`src/rtl/gf_pkg.sv`:
```
// ----------------------------------------------------------------------------
// gf_pkg
//   Shared constants and types for the Reed-Solomon decoder datapath.
//   SYMB_WIDTH : GF symbol width in bits
//   T_LEN      : maximum number of correctable symbol errors per codeword
//   CNT_W      : width of an error count (0..T_LEN inclusive)
//   TAG_W      : width of an index into a T_LEN-entry vector
// ----------------------------------------------------------------------------
package gf_pkg;

    localparam int SYMB_WIDTH = 8;
    localparam int T_LEN      = 8;
    localparam int CNT_W      = $clog2(T_LEN + 1);
    localparam int TAG_W      = $clog2(T_LEN);

    typedef logic [SYMB_WIDTH-1:0] symb_t;

    typedef enum logic [1:0] {
        IDLE,
        ISSUE,
        DRAIN,
        DONE
    } forney_state_t;

endpackage

```
`src/rtl/rs_forney_sched.sv`:
```
// ----------------------------------------------------------------------------
// rs_forney_sched
//   Time-shares one Forney evaluator across the error positions of a codeword.
//   A codeword (position vector + error count) is captured, positions are
//   issued one per cycle with their index as tag, tagged magnitudes are
//   collected in any order, and the completed magnitude vector is presented
//   with a fail flag.
//
// Ports
//   aclk, areset        clock, synchronous active-high reset
//   error_positions     error locations from the Chien search
//   err_num             number of valid entries in error_positions
//   err_vld / err_rdy   codeword input handshake
//   ev_pos, ev_tag      position and its index issued to the evaluator
//   ev_vld / ev_rdy     issue handshake
//   ev_mag, ev_mag_tag  returned magnitude and the index it belongs to
//   ev_mag_vld          magnitude valid (no backpressure)
//   err_values          magnitudes, indexed like error_positions
//   err_fail            codeword uncorrectable
//   out_vld / out_rdy   result handshake
// ----------------------------------------------------------------------------
module rs_forney_sched
    import gf_pkg::*;
(
    input  logic              aclk,
    input  logic              areset,
    input  symb_t [T_LEN-1:0] error_positions,
    input  logic [CNT_W-1:0]  err_num,
    input  logic              err_vld,
    output logic              err_rdy,
    output symb_t             ev_pos,
    output logic [TAG_W-1:0]  ev_tag,
    output logic              ev_vld,
    input  logic              ev_rdy,
    input  symb_t             ev_mag,
    input  logic [TAG_W-1:0]  ev_mag_tag,
    input  logic              ev_mag_vld,
    output symb_t [T_LEN-1:0] err_values,
    output logic              err_fail,
    output logic              out_vld,
    input  logic              out_rdy
);

    forney_state_t     state;
    symb_t [T_LEN-1:0] pos_q;
    logic [CNT_W-1:0]  num_q;
    logic [CNT_W-1:0]  issue_cnt;
    logic [CNT_W-1:0]  ret_cnt;
    logic [T_LEN-1:0]  ret_mask;
    logic [TAG_W-1:0]  issue_tag;
    logic              ret_ok;
    logic              ret_done;

    // While issuing, issue_cnt < err_num <= T_LEN, so its low bits are a
    // valid index; the position is read straight from the captured vector
    // so it stays stable for as long as the evaluator stalls.
    assign issue_tag = issue_cnt[TAG_W-1:0];
    assign ev_tag    = issue_tag;
    assign ev_pos    = pos_q[issue_tag];

    // A return is only accepted once per tag and only for tags in range;
    // anything else leaves err_values untouched and flags the codeword.
    assign ret_ok   = (CNT_W'(ev_mag_tag) < num_q) && !ret_mask[ev_mag_tag];
    assign ret_done = (ret_cnt == num_q);

    always_ff @(posedge aclk) begin
        if (areset) begin
            state      <= IDLE;
            err_rdy    <= 1'b1;
            ev_vld     <= 1'b0;
            out_vld    <= 1'b0;
            err_fail   <= 1'b0;
            err_values <= '0;
            ret_mask   <= '0;
            issue_cnt  <= '0;
            ret_cnt    <= '0;
        end else begin
            case (state)
                IDLE: begin
                    if (err_vld) begin
                        pos_q      <= error_positions;
                        num_q      <= err_num;
                        err_values <= '0;
                        ret_mask   <= '0;
                        err_fail   <= 1'b0;
                        issue_cnt  <= '0;
                        ret_cnt    <= '0;
                        err_rdy    <= 1'b0;
                        if (err_num == '0) begin
                            state   <= DONE;
                            out_vld <= 1'b1;
                        end else if (err_num > CNT_W'(T_LEN)) begin
                            // Too many errors to correct: report without issuing.
                            state    <= DONE;
                            out_vld  <= 1'b1;
                            err_fail <= 1'b1;
                        end else begin
                            state  <= ISSUE;
                            ev_vld <= 1'b1;
                        end
                    end
                end

                ISSUE, DRAIN: begin
                    if (ret_done) begin
                        state   <= DONE;
                        out_vld <= 1'b1;
                        ev_vld  <= 1'b0;
                    end else begin
                        if (ev_vld && ev_rdy) begin
                            issue_cnt <= issue_cnt + CNT_W'(1);
                            if (issue_cnt == num_q - CNT_W'(1)) begin
                                state  <= DRAIN;
                                ev_vld <= 1'b0;
                            end
                        end
                        if (ev_mag_vld) begin
                            if (ret_ok) begin
                                err_values[ev_mag_tag] <= ev_mag;
                                ret_mask[ev_mag_tag]   <= 1'b1;
                                ret_cnt                <= ret_cnt + CNT_W'(1);
                                // A zero magnitude at an error position means
                                // the locator and evaluator disagree.
                                if (ev_mag == '0) begin
                                    err_fail <= 1'b1;
                                end
                            end else begin
                                err_fail <= 1'b1;
                            end
                        end
                    end
                end

                DONE: begin
                    if (out_rdy) begin
                        state   <= IDLE;
                        out_vld <= 1'b0;
                        err_rdy <= 1'b1;
                    end
                end
            endcase
        end
    end

endmodule

```
`config.mk`:
```
export PLATFORM = sky130hd
export DESIGN_NAME = rs_forney_sched
export DESIGN_NICKNAME = d
export VERILOG_FILES = /design/src/rtl/gf_pkg.sv /design/src/rtl/rs_forney_sched.sv
export SDC_FILE = /design/constraint.sdc
export NUM_CORES = 1
export LEC_CHECK = 0
export CORE_MARGIN = 5
export CORE_UTILIZATION = 45
export CTS_CLUSTER_DIAMETER = 150
export DETAILED_ROUTE_END_ITERATION = 10
export GPL_TIMING_DRIVEN = 0
export PLACE_DENSITY = 0.75
export SYNTH_ARGS = -nofsm -noshare
export SYNTH_HDL_FRONTEND = slang
export SYNTH_SLANG_ARGS = --single-unit
```
`constraint.sdc`:
```
create_clock -name aclk -period 5.7 [get_ports aclk]
set_input_delay 0.57 -clock aclk [delete_from_list [all_inputs] [get_ports aclk]]
set_output_delay 0.57 -clock aclk [all_outputs]
set_load 0.005 [all_outputs]
```
### Yosys cells after proc, flatten, opt, wreduce, memory -nomap -nowiden

Cells that the tools add are included.

* register bits: 154
* bits in latches: 0
* bits in writable memories: 0
* bits in read-only memories: 0
* word-level logic and storage cells: 130
* memories: 0

* add/sub/neg operators: 3
* multiply operators: 0
* div/mod/pow operators: 0
* $lt $le $gt $ge: 5
* equal/unequal tests: 18
* shift operators: 0
* muxes and demuxes: 59
* bitwise logic cells: 2
* reduce and logical (&&, ||, !) cells: 18

Operator list (count)
* $mux 64: 4
* $pmux 64 s2: 1
* $bwmux 64: 1
* $mux 8: 6
* $bmux 8 s3: 1
* $demux 8 s3: 1
* $mux 4: 6
* $mux 1: 22
* $ne 2x2->1 const B: 9
* $pmux 4 s2: 2
* $pmux 8 s2: 1
* $mux 2: 7
* $ne 3x3->1 const B: 4
* $reduce_and 4->1: 3
* $reduce_and 5->1: 2
* $add 4x1->4 const B: 2
* $eq 4x4->1: 2
* $logic_not 8->1: 1
* $lt 3x4->1 const B: 2
* $or 8x8->8: 1
* $pmux 1 s2: 3
* $pmux 2 s3: 1
* $reduce_and 3->1: 2
* $reduce_and 6->1: 1
* other kinds (16): 20

### Longest topological paths before layout

* word-level depth: 9
* gate-level depth with buffers: 10

### Worst setup path after synthesis

OpenSTA, ideal clock, no wires.

* kind: input to register
* start: input areset
* end: register num_q[0], enable pin
* arrival time: 3.625 ns
* required time: 5.206 ns
* slack: 1.581 ns
* stages on the path: 2
* buffers on the path: 1
* cell sequence: clkbuf_1 -> nor2_1

* longest elaborated chain between the ends: 2

Ends and longest elaborated chain
* from (decl): line rs_forney_sched.sv:26 `input logic areset,`
* $not 1->1 (no line)
* $reduce_and 3->1 (no line)
* to (signal assigned): line rs_forney_sched.sv:82 `num_q <= err_num;`
* to (decl): line rs_forney_sched.sv:46 `logic [CNT_W-1:0] num_q;`

No other way between the ends.
A chain may end at the register's enable or synchronous reset.

### Worst setup path after layout

* start: register issue_cnt[1]
* end: output ev_pos[7]

* longest elaborated chain between the ends: 2

Ends and longest elaborated chain
* from (decl): line rs_forney_sched.sv:47 `logic [CNT_W-1:0] issue_cnt;`
* from (signal assigned): line rs_forney_sched.sv:111 `issue_cnt <= issue_cnt + CNT_W'(1);`
* $bmux 8 s3: line rs_forney_sched.sv:59 `assign ev_pos = pos_q[issue_tag];`
* $mux 8 (not written as such): line rs_forney_sched.sv:59
* to (decl): line rs_forney_sched.sv:31 `output symb_t ev_pos,`

No other way between the ends. The select of a mux whose other input is x is not followed.

==> impl_metrics.toml <==
[route]
post_drt_via_cell_ratio = 5.18
drc = 0
drt-pass1-iter-count = 5
drtAntennaViolNets = 0
dr.first_iter.drc_count = 218
detailed_route_wire_length_per_cell_microns = 18.0
routed-via-count = 4467
total_wire_length_after_detailed_routing_mm = 15.6

[synthesis]
synth-seq-cells = 154
synth_async_sr_flop_share_pct = 0
syn-mean-instance-area_sq_um = 12.9
post_synth_inst_count = 487
synth-main-ff-cell = "sky130_fd_sc_hd__dfxtp_1"
ys_seq_area_share_pct = 59.8
synth.cell_area_sq_um = 6290
synthesis.nets = 579
synth_edf_count = 68
yosys_warnings = 0
synth.distinct_cells = 45

[placement]
placedCellCount = 831
finalWeightedCongestion = 0.809
place.port_buffers = 163
hpwlAfterDp_mm = 11.7
dpl_cell_area_sq_um = 8180
dp_worst_setup_slack_ns = 2.51

[grt]
grt_use_met2_pct = 32.8
grt_pass1_vias = 4672
grt_first_pass_wirelength_mm = 24.5
globalRouteOverflowTotal = 0
antenna_found_initial = 0
global_route.usage.met3_pct = 7.17
grt_start_max_net_pins = 40
grt_use_total_pct = 19.4
gr-max-usage-layer = "met2"
met1_usage_pct = 22.9

[power_and_ir_drop]
p_leak_nw = 3.04
ir_drop_worst_case_vdd_mv = 0.237
power.density_cell_area_nw_per_um2 = 390
power_mw = 3.44

[die]
pin_count = 164
floorplan.die.width_microns = 128
starting_density_pct = 45.7
fp.dieH_microns = 128
floorplan.core_area_sq_um = 13800
rows = 43
floorplan.die_area_sq_um = 16400

[setup_path]
worstSetupEndpoint = "ev_pos[7]"
crit_path_cell_trace = "clkbuf_1 -> buf_1 -> mux4_2 -> mux2_2 -> clkdlybuf4s50_1"
cp_slowest_cell = "sky130_fd_sc_hd__clkbuf_1"
ff2ff_setup_slack_ns = 2.92
timing.critical_path.fanout_max = 10
regToRegStartpoint = "state[0]"
worstPathBufferInverterCount = 3
r2r.worst_path.cells = 10
worstSetupPathType = "reg -> out"
cpLargestDelayFamily = "buffers and inverters"
cp_data_arrival_time_ns = 2.99
critPathLaunch = "issue_cnt[1]"
slowest_delay_ns = 0.55
worst_reg2reg_path_endpoint = "ret_cnt[1]"
cp.required_ns = 5.13
endpoint_kind = "output port"
crit_path_depth = 5
critical_path.startpoint_type = "flip-flop"

[cts]
clk_root_buffer_cell = "sky130_fd_sc_hd__clkbuf_16"
cts.hold.buffers_added = 0
tritoncts_num_sinks = 154
clk_latency_ns = 0.43
cts-resized-gates = 0
tritoncts = "done"
postCtsSetupBuffers = 0
clock_pin_slew_on_the_worst_setup_and_hold_paths_ns = 0.06
cts.path.max_buffers = 2
cts_max_level = 4
cts_inserted_buffers = 17

[sta]
hold_ws_ns = 0.456
postLayoutSetupSlackWorst_ns = 2.14
hold_viol_final = 0
worst_pin_slew_ns = 0.853
report.final.setup_viol = 0
fmaxAchievable_mhz = 281
slew_violations = 0
rsz0062_at_grt = "false"
finalCriticalPeriod_ns = 3.56
finalClockSkew_ns = 0.0117
min_period_over_period_pct = 62.5
finalSetupTns_ns = 0
relSlewSlack_pct = 43.0

[flow_run]
number_of_max_cap_violations = 0

[run_status]
outcome = "finished, final reports clean"

[final_layout]
design.final.nets = 762
antenna_cells_inserted = 0
final_layout_size_suffix_gt1_share_pct = 12.7
flow.area_growth_from_synthesis_pct = 40.2
final_area_sq_um = 8820
fin_cells = 863
fin_util_pct = 64.0

[min_path]
holdCritPathClass = "reg -> reg"
## worst min path at each step
stage | startpoint | end | slack [ns] | cells past startpoint
6_report | err_values[27] | err_values[27] | 0.46 | 2
5_1_grt | err_values[21] | err_values[21] | 0.48 | 2
3_5_place_dp | err_values[12] | err_values[12] | 0.45 | 2
3_3_place_gp | ret_mask[1] | ret_mask[1] | 0.44 | 1
4_1_cts | err_values[27] | err_values[27] | 0.46 | 2
2_1_floorplan | ret_mask[1] | ret_mask[1] | 0.43 | 1
## registers in the layout, indices dropped and copies added, names as in the netlist
name / count
num_q: 4
err_fail: 1
ret_cnt: 4
state: 2
ev_vld: 1
err_rdy: 1
issue_cnt: 4
pos_q: 64
err_values: 64
ret_mask: 8
out_vld: 1
## cells in the mapped netlist, drive strengths merged (8+ instances only)
master,n,area [sq um]
o21ai,8,40.0
nor2,9,33.8
nand2,87,327
clkbuf,14,52.6
dfxtp,86,1720
mux2,10,113
mux4,16,360
edfxtp,68,2040
mux2i,71,711
o21a,9,67.6
inv,8,30.0
buf,20,148
nor4,8,75.1
## cell usage in the layout (no fill, tap or decap), types with 3 or more instances in the layout
cell type	synthesis	layout
sky130_fd_sc_hd__edfxtp_1	68	68
sky130_fd_sc_hd__or3_1	5	5
sky130_fd_sc_hd__buf_4	5	5
sky130_fd_sc_hd__dfxtp_1	86	86
sky130_fd_sc_hd__inv_8	0	4
sky130_fd_sc_hd__xnor2_1	5	5
sky130_fd_sc_hd__or4_1	3	3
sky130_fd_sc_hd__a211oi_1	3	3
sky130_fd_sc_hd__ha_1	7	7
sky130_fd_sc_hd__clkdlybuf4s50_1	0	163
sky130_fd_sc_hd__xor2_1	6	6
sky130_fd_sc_hd__clkbuf_1	14	14
sky130_fd_sc_hd__o21ai_0	8	8
sky130_fd_sc_hd__mux2i_1	71	71
sky130_fd_sc_hd__clkbuf_16	0	19
sky130_fd_sc_hd__a21oi_1	7	7
sky130_fd_sc_hd__inv_6	0	3
sky130_fd_sc_hd__nor2_1	9	8
sky130_fd_sc_hd__o21a_1	9	9
sky130_fd_sc_hd__nand2b_1	3	3
sky130_fd_sc_hd__buf_2	7	7
sky130_fd_sc_hd__buf_6	6	6
sky130_fd_sc_hd__nand2_1	87	87
sky130_fd_sc_hd__nor4_1	4	4
sky130_fd_sc_hd__nor3_1	5	5
sky130_fd_sc_hd__nand3_1	3	3
sky130_fd_sc_hd__nor4_2	4	4
sky130_fd_sc_hd__mux4_2	16	16
sky130_fd_sc_hd__mux2_2	10	10
sky130_fd_sc_hd__inv_1	8	8
## final cells by class
cell class / instances / area [sq um]
flip-flops and latches: 154 / 3760
multi-input cells: 291 / 2300
clock inverters: 13 / 170
inverters: 8 / 30.0
plain buffers: 34 / 200
repair buffers: 164 / 1650
fillers: 1095 / 4950
clock buffers: 19 / 475
well taps: 180 / 225
## layer usage
metal  up-vias  part of all wire [%]
met2       174                    50
met3        17                   8.6
met4         0                   1.6
li1       2132                     -
met5         -                     0
met1      2144                    40
## logic make-up after synthesis
group           share of synthesized area (%)
compound gates                           4.34
xor+xnor                                 1.53
fa+ha+maj                                1.39
buf+inv                                  3.66
flops                                    59.8
mux                                      18.8
simple gates                             10.4
## power by group
part / internal (mW) / switching (mW) / total (mW)
Sequential: 1.28 / 0.0514 / 1.33
Combinational: 0.423 / 0.488 / 0.911
Clock: 0.718 / 0.487 / 1.20
Total: 2.42 / 1.03 / 3.44
## worst reg2reg max path: stages (launching register included)
cell                       delay (ns)
sky130_fd_sc_hd__dfxtp_1         0.35
sky130_fd_sc_hd__inv_1           0.05
sky130_fd_sc_hd__ha_1            0.26
sky130_fd_sc_hd__buf_2           0.20
sky130_fd_sc_hd__and3b_1         0.20
sky130_fd_sc_hd__clkbuf_1        0.21
sky130_fd_sc_hd__nor2_1          0.42
sky130_fd_sc_hd__buf_2           0.33
sky130_fd_sc_hd__clkbuf_1        0.44
sky130_fd_sc_hd__nand2_1         0.11
sky130_fd_sc_hd__mux2i_1         0.14
No activity file was read; power rests on OpenSTA's default activity.
